<file path="config.mk">
export PLATFORM = sky130hd
export DESIGN_NAME = fpu_issue_stage
export DESIGN_NICKNAME = d
export VERILOG_FILES = /design/src/rtl/fpu_interco_pkg.sv /design/src/rtl/fpu_issue_fifo.sv /design/src/rtl/fpu_issue_stage.sv
export SDC_FILE = /design/constraint.sdc
export NUM_CORES = 1
export LEC_CHECK = 0
export ABC_AREA = 1
export BUFFER_PORTS_ARGS = -buffer_cell sky130_fd_sc_hd__buf_2
export CAP_MARGIN = 0
export CORE_ASPECT_RATIO = 1.1
export CORE_MARGIN = 3
export CORE_UTILIZATION = 50
export CTS_CLUSTER_DIAMETER = 150
export DETAILED_ROUTE_END_ITERATION = 6
export HOLD_SLACK_MARGIN = 0.06
export PLACE_DENSITY = 0.71
export SETUP_SLACK_MARGIN = 0.02
export SYNTH_ARGS = -nofsm -noshare
export SYNTH_HDL_FRONTEND = slang
export SYNTH_SLANG_ARGS = --single-unit
</file>
<file path="constraint.sdc">
create_clock -name clk -period 7.8 [get_ports clk]
set_input_delay 0.39 -clock clk [delete_from_list [all_inputs] [get_ports clk]]
set_output_delay 0.39 -clock clk [all_outputs]
set_load 0.01 [all_outputs]
</file>
<file path="src/rtl/fpu_interco_pkg.sv">
// Shared types and sizing helpers for the FPU interconnect issue path.
package fpu_interco_pkg;

    localparam int DEF_DATA_WIDTH       = 32;
    localparam int DEF_NB_CORES         = 9;
    localparam int DEF_NB_APU_ARGS      = 3;
    localparam int DEF_APU_OPCODE_WIDTH = 6;
    localparam int DEF_FLAG_WIDTH       = 8;

    // Request as it travels from the arbitration tree to the FPU (default widths).
    typedef struct packed {
        logic [DEF_NB_APU_ARGS*DEF_DATA_WIDTH-1:0] operands;
        logic [DEF_APU_OPCODE_WIDTH-1:0]           op;
        logic [DEF_FLAG_WIDTH-1:0]                 flag;
        logic [DEF_NB_CORES-1:0]                   id;
    } fpu_req_t;

    // Bits needed to hold a count from 0 up to and including n.
    function automatic int cnt_width(input int n);
        return (n < 1) ? 1 : $clog2(n + 1);
    endfunction

    // Bits needed to address n entries (at least one bit).
    function automatic int ptr_width(input int n);
        return (n > 1) ? $clog2(n) : 1;
    endfunction

endpackage

</file>
<file path="src/rtl/fpu_issue_fifo.sv">
// Generic synchronous FIFO with first-word-fall-through head and
// modulo-DEPTH pointers, so non-power-of-two depths are supported.
module fpu_issue_fifo
    import fpu_interco_pkg::*;
#(
    parameter int WIDTH = 8,
    parameter int DEPTH = 2
) (
    input  logic             clk,
    input  logic             rst,
    input  logic             push,
    input  logic [WIDTH-1:0] wdata,
    input  logic             pop,
    output logic [WIDTH-1:0] rdata,
    output logic             empty,
    output logic             full
);

    localparam int PTR_W = ptr_width(DEPTH);
    localparam int CNT_W = cnt_width(DEPTH);

    logic [WIDTH-1:0] mem_reg [DEPTH];
    logic [PTR_W-1:0] wr_ptr_reg;
    logic [PTR_W-1:0] rd_ptr_reg;
    logic [CNT_W-1:0] cnt_reg;
    logic             do_push;
    logic             do_pop;

    assign empty   = (cnt_reg == '0);
    assign full    = (cnt_reg == CNT_W'(DEPTH));
    assign do_push = push && !full;
    assign do_pop  = pop && !empty;
    assign rdata   = mem_reg[rd_ptr_reg];

    function automatic logic [PTR_W-1:0] next_ptr(input logic [PTR_W-1:0] p);
        return (p == PTR_W'(DEPTH - 1)) ? '0 : p + 1'b1;
    endfunction

    // Storage: each entry captures write data when the write pointer selects it.
    for (genvar gi = 0; gi < DEPTH; gi++) begin : g_entry
        always_ff @(posedge clk) begin
            if (do_push && (wr_ptr_reg == PTR_W'(gi))) begin
                mem_reg[gi] <= wdata;
            end
        end
    end

    // Pointer and fill-count bookkeeping.
    always_ff @(posedge clk) begin
        if (rst) begin
            wr_ptr_reg <= '0;
            rd_ptr_reg <= '0;
            cnt_reg    <= '0;
        end else begin
            if (do_push) wr_ptr_reg <= next_ptr(wr_ptr_reg);
            if (do_pop)  rd_ptr_reg <= next_ptr(rd_ptr_reg);
            case ({do_push, do_pop})
                2'b10:   cnt_reg <= cnt_reg + 1'b1;
                2'b01:   cnt_reg <= cnt_reg - 1'b1;
                default: cnt_reg <= cnt_reg;
            endcase
        end
    end

endmodule

</file>
<file path="src/rtl/fpu_issue_stage.sv">
// Request buffer and in-order response tracker in front of the shared FPU.
// Optional zero-latency path around the request FIFO: FPU_ISSUE_BYPASS_EN.
module fpu_issue_stage
    import fpu_interco_pkg::*;
#(
    parameter int DATA_WIDTH       = 32,
    parameter int NB_CORES         = 9,
    parameter int ID_WIDTH         = NB_CORES,
    parameter int NB_APU_ARGS      = 3,
    parameter int APU_OPCODE_WIDTH = 6,
    parameter int FLAG_WIDTH       = 8,
    parameter int RFLAG_WIDTH      = 5,
    parameter int DEPTH            = 2,
    parameter int MAX_OUTSTANDING  = 4
) (
    input  logic                              clk,
    input  logic                              rst,
    input  logic                              data_req_i,
    input  logic [NB_APU_ARGS*DATA_WIDTH-1:0] data_operands_i,
    input  logic [APU_OPCODE_WIDTH-1:0]       data_op_i,
    input  logic [ID_WIDTH-1:0]               data_ID_i,
    input  logic [FLAG_WIDTH-1:0]             data_flag_i,
    output logic                              data_gnt_o,
    output logic                              apu_req_o,
    output logic [NB_APU_ARGS*DATA_WIDTH-1:0] apu_operands_o,
    output logic [APU_OPCODE_WIDTH-1:0]       apu_op_o,
    output logic [FLAG_WIDTH-1:0]             apu_flag_o,
    input  logic                              apu_gnt_i,
    input  logic                              apu_rvalid_i,
    input  logic [DATA_WIDTH-1:0]             apu_result_i,
    input  logic [RFLAG_WIDTH-1:0]            apu_rflags_i,
    output logic [NB_CORES-1:0]               data_r_valid_o,
    output logic [DATA_WIDTH-1:0]             data_r_data_o,
    output logic [RFLAG_WIDTH-1:0]            data_r_flags_o,
    output logic                              err_o
);

    localparam int OUT_W = cnt_width(MAX_OUTSTANDING);

    typedef struct packed {
        logic [NB_APU_ARGS*DATA_WIDTH-1:0] operands;
        logic [APU_OPCODE_WIDTH-1:0]       op;
        logic [FLAG_WIDTH-1:0]             flag;
        logic [ID_WIDTH-1:0]               id;
    } req_t;

    req_t              in_req;
    req_t              head_req;
    req_t              issue_req;
    logic              req_empty;
    logic              req_full;
    logic              req_push;
    logic              req_pop;
    logic              trk_empty;
    logic              trk_full;
    logic              trk_pop;
    logic [ID_WIDTH-1:0] trk_id;
    logic [OUT_W-1:0]  out_reg;
    logic              can_issue;
    logic              issue;
    logic              bypass;

    // Pack the upstream request fields.
    always_comb begin
        in_req.operands = data_operands_i;
        in_req.op       = data_op_i;
        in_req.flag     = data_flag_i;
        in_req.id       = data_ID_i;
    end

    // The counter is a register, so a same-cycle result never unblocks issue.
    assign can_issue = (out_reg < OUT_W'(MAX_OUTSTANDING)) && !trk_full;

`ifdef FPU_ISSUE_BYPASS_EN
    assign bypass     = req_empty && can_issue && data_req_i;
    assign issue_req  = bypass ? in_req : head_req;
    assign apu_req_o  = (!req_empty && can_issue) || bypass;
    assign data_gnt_o = !req_full || (bypass && apu_gnt_i);
    assign req_push   = data_req_i && data_gnt_o && !(bypass && apu_gnt_i);
`else
    assign bypass     = 1'b0;
    assign issue_req  = head_req;
    assign apu_req_o  = !req_empty && can_issue;
    assign data_gnt_o = !req_full;
    assign req_push   = data_req_i && data_gnt_o;
`endif

    assign issue          = apu_req_o && apu_gnt_i;
    assign req_pop        = issue && !bypass;
    assign trk_pop        = apu_rvalid_i && !trk_empty;
    assign apu_operands_o = issue_req.operands;
    assign apu_op_o       = issue_req.op;
    assign apu_flag_o     = issue_req.flag;

    fpu_issue_fifo #(
        .WIDTH ($bits(req_t)),
        .DEPTH (DEPTH)
    ) u_req_fifo (
        .clk   (clk),
        .rst   (rst),
        .push  (req_push),
        .wdata (in_req),
        .pop   (req_pop),
        .rdata (head_req),
        .empty (req_empty),
        .full  (req_full)
    );

    fpu_issue_fifo #(
        .WIDTH (ID_WIDTH),
        .DEPTH (MAX_OUTSTANDING)
    ) u_id_tracker (
        .clk   (clk),
        .rst   (rst),
        .push  (issue),
        .wdata (issue_req.id),
        .pop   (trk_pop),
        .rdata (trk_id),
        .empty (trk_empty),
        .full  (trk_full)
    );

    // Outstanding-operation counter: issue and retire in one cycle cancel out.
    always_ff @(posedge clk) begin
        if (rst) begin
            out_reg <= '0;
        end else begin
            case ({issue, trk_pop})
                2'b10:   out_reg <= out_reg + 1'b1;
                2'b01:   out_reg <= out_reg - 1'b1;
                default: out_reg <= out_reg;
            endcase
        end
    end

    // Result routing back to the originating core, plus sticky orphan-result flag.
    always_ff @(posedge clk) begin
        if (rst) begin
            data_r_valid_o <= '0;
            data_r_data_o  <= '0;
            data_r_flags_o <= '0;
            err_o          <= 1'b0;
        end else begin
            data_r_valid_o <= trk_pop ? NB_CORES'(trk_id) : '0;
            if (trk_pop) begin
                data_r_data_o  <= apu_result_i;
                data_r_flags_o <= apu_rflags_i;
            end
            if (apu_rvalid_i && trk_empty) begin
                err_o <= 1'b1;
            end
        end
    end

endmodule

</file>
==> flow_summary.json <==
{
  "setup_slack_ns": 4.60,
  "fin_nets": 1346,
  "fin_tns_setup_ns": 0,
  "synth-seq-cells": 336,
  "synth_top_area_cell": "edfxtp_1",
  "core_area_mm2": 0.0256,
  "cts_resized": 0,
  "synth_mux_area_share_pct": 10.2,
  "synth-edff-count": 274,
  "synth_top_cells_by_count": "274 x edfxtp_1, 130 x nor2_1, 123 x buf_4, 119 x mux2_2, 62 x dfxtp_1",
  "finalHoldViolCount": 0,
  "synthAdderAreaFrac_pct": 1.06,
  "worstSkewPairLatency_ns": 0.51,
  "synth_area_per_cell_um2": 14.9,
  "preCtsSetupSlack_ns": 5.04,
  "slew-limit-headroom_pct": 39.3,
  "grt_max_degree": 68,
  "synth_flop_cell": "edfxtp_1",
  "worst_slew_pin_slew_ns": 0.908,
  "synth_xor_area_share_pct": 0,
  "num_rows": 61,
  "power_density_mw_per_mm2": 337,
  "die_y_um": 176,
  "synth_nets": 1056,
  "clk_pin_slew_ns": 0.06,
  "cts_buffers": 35,
  "hold_ws_ns": 0.0771,
  "crit_fanout": 67,
  "grt_pass1_wl_mm": 40.4,
  "reg2reg_from": "u_id_tracker.cnt_reg[0]$_SDFFE_PP0P_",
  "worst_setup_path_end_kind": "output port",
  "htreeDepth": 2,
  "die_area_mm2": 0.0284,
  "initial_core_util_pct": 51.4,
  "cp-start-kind": "flip-flop",
  "syn_area_mm2": 0.0132,
  "dr_total_vias": 7593,
  "globalRouteOverflowTotal": 0,
  "synthSimpleGateAreaFrac_pct": 5.29,
  "antenna_found_initial": 3,
  "grt_pass1_vias": 7806,
  "clockBufferDepth": 3,
  "place_congestion": 0.765,
  "setup_viol_count_final": 0,
  "synth_top_area_share_pct": 62.4,
  "synthCells": 885,
  "p_leak_uw": 0.00627,
  "crit_required_ns": 7.41,
  "placed_area_mm2": 0.0143,
  "grt_util_all_layers_pct": 17.9,
  "root_buffer": "clkbuf_16",
  "avgViaCountPerCell": 4.90,
  "ys_seq_area_share_pct": 71.8,
  "ant_nets": 0,
  "cp.arrival_ns": 2.81,
  "nFillCells": 1931,
  "port_buffers": 319,
  "yosys-top-cells-area": "edfxtp_1 62%, mux2_2 10%, dfxtp_1 9.4%",
  "die_w_um": 161,
  "utilization_pct": 62.6,
  "synth-compound-area-share_pct": 3.01,
  "period_needed_ns": 3.20,
  "drt_wl_total_mm": 26.3,
  "crit_type": "flip-flop to output port",
  "hp-start": "data_op_i[2]",
  "drcViolationCount": 0,
  "area_growth_pct": 21.7,
  "slew_viol_final": 0,
  "drtIter0Drc": 538,
  "synth_top_family_by_area": "multiplexers",
  "post-dp-hpwl_mm": 16.5,
  "skew_ns": 0.0196,
  "maxCapViolations": 0,
  "largest_register_ffs": 238,
  "stdcell_area_mm2": 0.0160,
  "cts.sinks": 336,
  "drive_above_1_share_pct": 42.2,
  "cts_tree": "yes",
  "synthArstFlopShare_pct": 0,
  "fmax_mhz": 313,
  "peakVddDrop_mv": 0.227,
  "hp-class": "input port to flip-flop",
  "io-pin-count": 320,
  "drt-pass1-iter-count": 5,
  "drt-wirelength-per-cell_um": 16.9,
  "rsz0062_at_grt": "false",
  "synth_most_common_cell": "edfxtp_1",
  "post-route-period-util_pct": 41.0,
  "outcome": "finished clean",
  "yosysUniqueCellTypes": 27,
  "yosys_warnings": 0
}
[per-stage QoR]
step           instances  total power [uW]
2_1_floorplan        885              3660
3_3_place_gp        1416              3840
3_5_place_dp        1416              3860
4_1_cts             1543              5470
5_1_grt             1551              5720
6_report            1551              5410
[final cells by class]
cell class	count	area, um^2	share of cell area (%)
clock inverter	16	123	0.764
sequential	336	9470	59.0
timing repair buffer	393	2320	14.5
tap	346	433	2.70
inverter	32	120	0.749
clock buffer	48	977	6.09
antenna	3	7.51	0.0468
multi-input combinational	377	2590	16.1
[power breakdown]
group | internal [uW] | total [uW] | switching [uW]
clock network | 918 | 1570 | 651
logic | 590 | 1380 | 794
registers | 2300 | 2460 | 155
[logic make-up (layout without fill, tap and decap cells)]
logic type	count (synthesis)	count (layout)
AOI/OAI and AO/OA	79	79
buffers and inverters	172	489
and+or+nand+nor	169	169
adders and majority gates	10	10
other	0	3
muxes	119	119
DFF	336	336
[path summary, 6_finish.rpt]
path | to | slack (ns) | depth (start not counted)
max reg2reg | u_id_tracker.cnt_reg[2]$_SDFFE_PP0P_ | 5.14 | 12
max | apu_operands_o[75] | 4.60 | 3
min reg2reg | err_o$_SDFFE_PP0P_ | 0.45 | 2
min | u_req_fifo.mem_reg[0][19]$_DFFE_PP_ | 0.08 | 1
[what timing repair did]
| action | in CTS | in global routing |
|---|---|---|
| setup buffers | 0 | 0 |
| hold endpoints to repair | 121 | 7 |
| hold buffers | 63 | 5 |
[per-layer routing]
metal / up-vias / global-route usage (%) / wire length (um)
met4: 0 / 6.20 / 772
met2: 294 / 30.9 / 13100
li1: 3617 / - / -
met5: - / 0 / 0
met1: 3630 / 21.5 / 10300
met3: 52 / 5.54 / 2130
[worst max-delay path, stage by stage (launching register included)]
cell and delay, ns:
dfxtp_4 0.85, buf_4 0.79, mux2_2 0.45, buf_2 0.15
[cell usage in the layout (no fill, tap or decap), types with 2 or more instances in the layout]
master         instances
o21ai_0               52
dlygate4sd3_1         68
fa_1                   2
buf_2                319
or2_2                  3
nand4_1                6
clkinv_1               5
inv_2                  2
clkbuf_1              10
clkbuf_16             37
inv_1                 29
a21oi_1               16
nor2_4                 3
ha_1                   8
nor2_1               128
clkinv_2               6
o21ai_1               10
edfxtp_1             274
diode_2                3
nand2_1               20
buf_4                  6
mux2_2               119
nand3_1                4
dfxtp_1               61
Note: power is estimated with default switching activity, not from simulation.
